--- config.mk ---
export PLATFORM = sky130hd
export DESIGN_NAME = shift_issue_stage
export DESIGN_NICKNAME = d
export VERILOG_FILES = /design/src/rtl/shift_issue_stage.sv
export SDC_FILE = /design/constraint.sdc
export NUM_CORES = 1
export LEC_CHECK = 0
export ABC_CLOCK_PERIOD_IN_PS = 3600
export CORE_AREA = 2 2 96 98
export CTS_CLUSTER_DIAMETER = 60
export CTS_CLUSTER_SIZE = 14
export DETAILED_ROUTE_END_ITERATION = 8
export DIE_AREA = 0 0 98 100
export GPL_ROUTABILITY_DRIVEN = 1
export PLACE_DENSITY = 0.8
export SYNTH_ARGS = -nofsm -noshare
export SYNTH_HDL_FRONTEND = slang
export SYNTH_SLANG_ARGS = --single-unit
--- constraint.sdc ---
create_clock -name clk -period 3.6 [get_ports clk]
set_input_delay 0.72 -clock clk [delete_from_list [all_inputs] [get_ports clk]]
set_output_delay 0.72 -clock clk [all_outputs]
set_load 0.02 [all_outputs]
--- src/rtl/shift_issue_stage.sv ---
// ---------------------------------------------------------------------------
// shift_issue_stage
//
// Single-issue shift execution stage with a valid/ready handshake on both
// sides. Each accepted op is shifted combinationally and the result is
// registered, so it appears one cycle after acceptance.
//
// Ports
//   clk, rst        : rising-edge clock, synchronous active-high reset
//   in_valid/ready  : upstream handshake
//   in_op           : 00 SLL, 01 SRL, 11 SRA, 10 PASS
//   in_rs1          : value to shift
//   in_rs2          : register shift source, only [4:0] used
//   in_imm          : immediate shift amount
//   in_use_imm      : 1 selects in_imm, 0 selects in_rs2[4:0]
//   in_rd           : destination tag, carried through unchanged
//   out_valid/ready : downstream handshake
//   out_result      : shifted value
//   out_rd          : tag paired with out_result
//
// Configuration
//   SHIFT_SKID_EN : when defined, a 2-entry FIFO skid buffer with a registered
//                   in_ready; otherwise a single output register with
//                   in_ready = !out_valid || out_ready.
// ---------------------------------------------------------------------------

// Right-only logarithmic shifter: five stages of 1/2/4/8/16 positions.
module chainshifter (
  input  logic [31:0] data_in,
  input  logic [4:0]  shamt,
  input  logic        arith,
  output logic [31:0] data_out
);

  logic [5:0][31:0] stage;
  logic             fill;

  assign fill     = arith & data_in[31];
  assign stage[0] = data_in;

  for (genvar i = 0; i < 5; i++) begin : g_stage
    localparam int S = 1 << i;
    assign stage[i+1] = shamt[i] ? {{S{fill}}, stage[i][31:S]} : stage[i];
  end

  assign data_out = stage[5];

endmodule

module shift_issue_stage (
  input  logic        clk,
  input  logic        rst,
  input  logic        in_valid,
  output logic        in_ready,
  input  logic [1:0]  in_op,
  input  logic [31:0] in_rs1,
  input  logic [31:0] in_rs2,
  input  logic [4:0]  in_imm,
  input  logic        in_use_imm,
  input  logic [4:0]  in_rd,
  output logic        out_valid,
  input  logic        out_ready,
  output logic [31:0] out_result,
  output logic [4:0]  out_rd
);

  localparam logic [1:0] OP_SLL  = 2'b00;
  localparam logic [1:0] OP_SRL  = 2'b01;
  localparam logic [1:0] OP_PASS = 2'b10;
  localparam logic [1:0] OP_SRA  = 2'b11;

  function automatic logic [31:0] bitrev(input logic [31:0] v);
    logic [31:0] r;
    for (int i = 0; i < 32; i++) r[i] = v[31-i];
    return r;
  endfunction

  logic [4:0]  shamt;
  logic [31:0] sh_in;
  logic [31:0] sh_out;
  logic [31:0] result;
  logic        is_sra;
  logic        in_fire;
  logic        out_fire;
  logic [26:0] rs2_unused;

  // Upper rs2 bits never influence the shift amount.
  assign rs2_unused = in_rs2[31:5];

  // Left shifts reuse the right shifter by mirroring the operand in and out.
  always_comb begin
    shamt  = in_use_imm ? in_imm : in_rs2[4:0];
    sh_in  = (in_op == OP_SLL) ? bitrev(in_rs1) : in_rs1;
    is_sra = (in_op == OP_SRA);
  end

  chainshifter u_shifter (
    .data_in  (sh_in),
    .shamt    (shamt),
    .arith    (is_sra),
    .data_out (sh_out)
  );

  // Final result select; PASS ignores the shift amount entirely.
  always_comb begin
    result = in_rs1;
    case (in_op)
      OP_SLL:  result = bitrev(sh_out);
      OP_SRL:  result = sh_out;
      OP_SRA:  result = sh_out;
      default: result = in_rs1;
    endcase
  end

  assign out_fire = out_valid & out_ready;

`ifdef SHIFT_SKID_EN

  typedef enum logic [1:0] {EMPTY, ONE, FULL} occ_t;

  occ_t        state_q;
  occ_t        state_d;
  logic        not_full_q;
  logic        wr_ptr;
  logic        rd_ptr;
  logic [31:0] mem_result [2];
  logic [4:0]  mem_rd     [2];

  // not_full_q is a pure register; rst only masks it so nothing is taken
  // while the stage is being reset.
  assign in_ready   = not_full_q & ~rst;
  assign in_fire    = in_valid & in_ready;
  assign out_valid  = (state_q != EMPTY);
  assign out_result = mem_result[rd_ptr];
  assign out_rd     = mem_rd[rd_ptr];

  // Occupancy tracking; FULL never sees an input transfer since in_ready is low.
  always_comb begin
    state_d = state_q;
    case (state_q)
      EMPTY: if (in_fire) state_d = ONE;
      ONE: begin
        if (in_fire && !out_fire)      state_d = FULL;
        else if (!in_fire && out_fire) state_d = EMPTY;
      end
      FULL:    if (out_fire) state_d = ONE;
      default: state_d = EMPTY;
    endcase
  end

  // FIFO storage, pointers, and the registered not-full flag.
  always_ff @(posedge clk) begin
    if (rst) begin
      state_q       <= EMPTY;
      not_full_q    <= 1'b1;
      wr_ptr        <= 1'b0;
      rd_ptr        <= 1'b0;
      mem_result[0] <= '0;
      mem_result[1] <= '0;
      mem_rd[0]     <= '0;
      mem_rd[1]     <= '0;
    end else begin
      state_q    <= state_d;
      not_full_q <= (state_d != FULL);
      if (in_fire) begin
        mem_result[wr_ptr] <= result;
        mem_rd[wr_ptr]     <= in_rd;
        wr_ptr             <= ~wr_ptr;
      end
      if (out_fire) rd_ptr <= ~rd_ptr;
    end
  end

`else

  assign in_ready = ~rst & (~out_valid | out_ready);
  assign in_fire  = in_valid & in_ready;

  // Single output register; it only reloads when its content is leaving or
  // absent, so a stalled result holds steady.
  always_ff @(posedge clk) begin
    if (rst) begin
      out_valid  <= 1'b0;
      out_result <= '0;
      out_rd     <= '0;
    end else if (in_fire) begin
      out_valid  <= 1'b1;
      out_result <= result;
      out_rd     <= in_rd;
    end else if (out_fire) begin
      out_valid  <= 1'b0;
    end
  end

`endif

endmodule

# [After elaboration in Yosys (flattened, before gate mapping)]
# Cells that the tools add are included.
[totals] ff_bits=38 in_bits=81 word_cells=25
[classes] eq_ne=2 muxes=10 bitwise_logic=7 reduce_logical=3
[ops] op="2-to-1 mux 32 bit" count=6
[ops] op="case mux 32 bit (2 select lines)" count=1
[ops] op="2-to-1 mux 5 bit" count=1
[ops] op="bitwise AND 1 bit" count=4
[ops] op="== test 2 x 1 -> 1 bit (second input constant)" count=1
[ops] op="== test 2 bit (second input constant)" count=1
[ops] op="logical NOT 2 bit" count=1
[ops] op="2-to-1 mux 1 bit" count=2
[ops] op="inverter 1 bit" count=2
[ops] op="nonzero test 2 bit" count=1
[ops] op="OR reduction 2 bit" count=1
[ops] op="bitwise OR 1 bit" count=1

# [Depth between registers and ports, before layout]
[logic_depth] ltp_word=9 ltp_mapped=11 depth_no_buf=7

# [Cells and area by module]
# From an unflattened synthesis, not the netlist that was laid out.
[unflattened] cells_unflattened=481 area_unflattened_um2=5052.3
[modules_own_cells] mod="shift_issue_stage" n_inst=1 cells_per_inst=239 area_per_inst_um2=2785.2 seq_area_each_um2=760.7
[modules_own_cells] mod="chainshifter" n_inst=1 cells_per_inst=242 area_per_inst_um2=2267.2 seq_area_each_um2=0.0

# [Worst setup path before layout]
# No wires, ideal clock.
[synth_path] kind="input port to flip-flop" start="input port in_op[0]" end="register out_result[9]" arrival_time_ns=2.811 required_time_ns=3.464 path_slack_ns=0.653 stages=9 path_buffers=2 path_cell_list="buf_2 -> nor2_4 -> buf_6 -> mux4_2 -> mux2i_1 -> mux2i_1 -> a21o_1 -> a222oi_1 -> o211ai_1"
[synth_via] elab_chain_cells=9
[synth_rtl] element="from (decl)" line="55" text="input logic [1:0] in_op,"
[synth_rtl] element="logical NOT 2 bit" line="93, 107"
[synth_rtl] element="2-to-1 mux 32 bit" line="93" text="sh_in = (in_op == OP_SLL) ? bitrev(in_rs1) : in_rs1;"
[synth_rtl] element="bitwise AND 1 bit" line="38" text="assign fill = arith & data_in[31];"
[synth_rtl] element="2-to-1 mux 32 bit (5 in a row)" line="43" text="assign stage[i+1] = shamt[i] ? {{S{fill}}, stage[i][31:S]} : stage[i];"
[synth_rtl] element="case mux 32 bit (2 select lines) *" line="107" text="case (in_op)"
[synth_rtl] element="to (signal assigned)" line="188" text="out_result <= result;"
[synth_rtl] element="to (decl)" line="63" text="output logic [31:0] out_result,"
# Every way passes the cells marked *; elsewhere a longest branch is shown, timed or not.
# A chain may end at the register's enable or synchronous reset.

# [Worst setup path in the final report]
[layout_path] start="input port in_use_imm" end="register out_result[9]"
[layout_via] elab_chain_cells=7
[layout_rtl] element="from (decl)" line="59" text="input logic in_use_imm,"
[layout_rtl] element="2-to-1 mux 5 bit *" line="92" text="shamt = in_use_imm ? in_imm : in_rs2[4:0];"
[layout_rtl] element="2-to-1 mux 32 bit (4 in a row)" line="43"
[layout_rtl] element="2-to-1 mux 32 bit *" line="43"
[layout_rtl] element="case mux 32 bit (2 select lines) *" line="107"
# Marks and branches as above.

==> results.md <==
* YS warnings at 0
* Post-DR wirelength/cell at 24.5 um
* Post-layout worst setup margin at 0.284 ns
* IO buf count at 92
* Starting Density at 47.2%
* Number of placement rows at 35
* Post-CTS resize count at 0
* Setup WS pre-CTS at -0.0331 ns
* Library cell used as clock root buffer: sky130_fd_sc_hd__clkbuf_8
* RR Startpoint: out_valid
* Horizontal die dimension at 98 um
* Number of clock sinks at 38
* Average vias per placed instance at 6.80
* Total length of routed wires at 17.4 mm
* Cells traversed along the worst timing path: clkdlybuf4s50_1 > buf_4 > mux2i_4 > buf_12 > mux4_2 > a21oi_1 > mux2i_1 > a21o_1 > a222oi_1 > o211ai_1
* Residual DRC count at 0
* Initial antenna violation count at 0
* Detailed-router iteration count before antenna repair at 5
* Via count at 4813
* Critical path origin: in_use_imm
* Outcome: complete, no violations
* Number of instances in the synthesized netlist at 470
* Number of global-route vias before repair at 4719
* H-tree levels at 2
* Die ar. at 9800 um2
* Inserted Clock Buffers at 5
* Cell leakage power at 2.26 nW
* I/O Pins at 120
* Max FO, Critical Path at 25
* CP Data Arrival Time at 3.49 ns
* Aggregate global-route resource usage at 35.3%
* Layout area overhead at 36.4%
* Global-route wire length before repair at 26.8 mm
* Clock input transition at the sequential cells of the worst setup and hold paths at 0.08 ns
* Final antenna-violating net count at 0
* Hold Violations, Final at 0
* Detail Placement HPWL at 13.6 mm
* Part of the cycle the worst path needs at 92.1%
* Synthesized flop and latch total at 38
* Worst hold-check path type: flop to flop
* Critical path startpoint category: primary input
* Ratio of total power to cell area at 319 nW/um2
* Proportion of synthesized flip-flops having asynchronous set or reset at 0%
* Remaining global-route overflow at 0
* Clk Latency, worst-skew pair at 0.30 ns
* Setup repair bufs after CTS at 0
* Max-slew headroom at 42.7%
* Setup skew after layout at 0.00760 ns
* Vert. Die Dim at 100 um
* Dominant register cell in the synthesized netlist: sky130_fd_sc_hd__dfxtp_1
* Critical Path Sink Type: flop
* Number of nets in the finished design at 677
* Peak supply drop at 0.000192 V
* Crit-path max cell delay at 0.58 ns
* Routability-driven placement congestion ratio at 1.01
* Share of layout cells above drive strength 1 at 21.4%
* Post-CTS Hold Fix Bufs at 0
* Setup repair after global routing missed its margin: no
* Final critical-path required period at 3.32 ns
* Iteration-0 DRC Markers at 497
* Final Slew Violations at 0
* Cell area after synthesis at 4200 um2
* Max-Cap Viols at 0
* Fill count at 788
* End-of-flow core utilization at 64.4%
* Area of the placeable core at 8890 um2
* Number of nets in the synthesized netlist at 551
* Origin of the worst min-delay path: out_rd[3]
* Total of endpoints with negative setup slack in the final report at 0
* Deepest clock path buffer count at 2
* CTS tree: done
* Count of flip-flops with a built-in enable after synthesis at 0
* Transition at the pin with the smallest max-transition slack at 0.856 ns
* Library cell contributing the largest single delay on the critical path: sky130_fd_sc_hd__clkdlybuf4s50_1
* Critical Path RT at 3.77 ns
* Portion of the post-synthesis area used by sequential elements at 18.1%
* Type of the setup path with the least slack: primary input to flop
* Average instance area after synthesis at 8.93 um2
* Maximum clock frequency at 302 MHz
* Number of diodes at 0
* Maximum number of pins on one net before global-route repair at 31
* Count of cell types in the netlist at 63
-- stage by stage --
stage	area, um2	total power, mW	cells	setup TNS (ns)	hold slack (ns)
finish	5720	1.82	708	0	0.458
global route	5720	1.90	708	0	0.473
CTS	5720	1.81	708	0	0.462
detailed placement	5630	1.49	700	-0.0331	0.447
global placement	5630	1.49	700	0	0.443
floorplan	4200	1.04	470	0	0.533
-- kinds of logic (layout without fill, tap and decap cells) --
kind of cell / count (synthesis) / in the layout / share of synthesized area [%]
flip-flops: 38 / 38 / 18.1
AND/OR/NAND/NOR: 135 / 135 / 14.0
multiplexers: 104 / 104 / 37.3
AO/OA/AOI/OAI: 153 / 153 / 25.4
buffers and inverters: 40 / 167 / 5.19
-- area by class of cell --
class	count	area [um2]	share of cell area, %
Clock buffer	6	82.6	1.44
Clock inverter	2	12.5	0.219
Inverter	2	7.51	0.131
Multi-Input combinational cell	392	3240	56.6
Sequential cell	38	761	13.3
Tap cell	111	139	2.43
Timing Repair Buffer	157	1480	25.9
-- where the power goes --
part | switching (mW) | leakage, nW | internal (mW) | total (mW)
Sequential | 0.0267 | 0.314 | 0.465 | 0.491
Clock | 0.160 | 0.0472 | 0.154 | 0.314
Combinational | 0.544 | 1.90 | 0.473 | 1.02
-- path summary, 6_finish.rpt --
| kind | end | slack, ns | cells past startpoint |
|---|---|---|---|
| worst min register to register | out_rd[3] | 0.46 | 2 |
| worst max register to register | out_result[5] | 1.39 | 7 |
| worst min-delay path | out_rd[3] | 0.46 | 2 |
| worst max-delay path | out_result[9] | 0.28 | 10 |
-- cells in the mapped netlist, drive strengths merged, types with 6 or more instances --
cell | n | area, um2
o21ai | 25 | 125
mux2i | 60 | 651
mux4 | 35 | 807
nand3 | 19 | 95.1
mux2 | 9 | 105
nor3 | 9 | 45.0
nor2 | 42 | 165
a211oi | 7 | 52.6
nand2 | 50 | 188
o211ai | 7 | 57.6
clkbuf | 22 | 82.6
a31oi | 9 | 56.3
a22oi | 11 | 82.6
a21oi | 36 | 184
dfxtp | 38 | 761
buf | 16 | 128
a21o | 6 | 45.0
a221oi | 9 | 91.3
-- layout by cell type, fill, tap and decap left out, drive strengths merged, types with 3 or more instances in the layout --
cell type	instances
mux2	9
mux2i	60
and3	3
nand2b	4
nand2	50
clkbuf	6
o31ai	4
a21oi	36
dfxtp	38
clkdlybuf4s50	92
a21o	6
nor2	42
and2	4
a31oi	9
o21a	3
mux4	35
o211ai	7
a22oi	11
nor3	9
o22ai	5
a221oi	9
nand3	19
a211oi	7
buf	65
a311oi	5
o21ai	25
-- state kept, by name (all words and copies together), names as in the netlist --
name,flops
out_result,32
out_rd,5
out_valid,1
-- per-layer routing --
metal | vias up | track usage, % | share of wire (%) | routed length, um
met1 | 2365 | 47.7 | 41 | 7050
met5 | - | 0 | 0 | 0
li1 | 2130 | - | - | -
met3 | 51 | 4.32 | 7.6 | 1330
met4 | 0 | 16.5 | 4.6 | 805
met2 | 267 | 56.8 | 47 | 8170
-- worst max-delay path: cells and delay by family --
kind	cells	cell delay (ns)
multiplexers	3	0.76
AO/OA/AOI/OAI	4	0.97
buffers and inverters	3	1.04
Note: power is estimated with default switching activity, not from simulation.
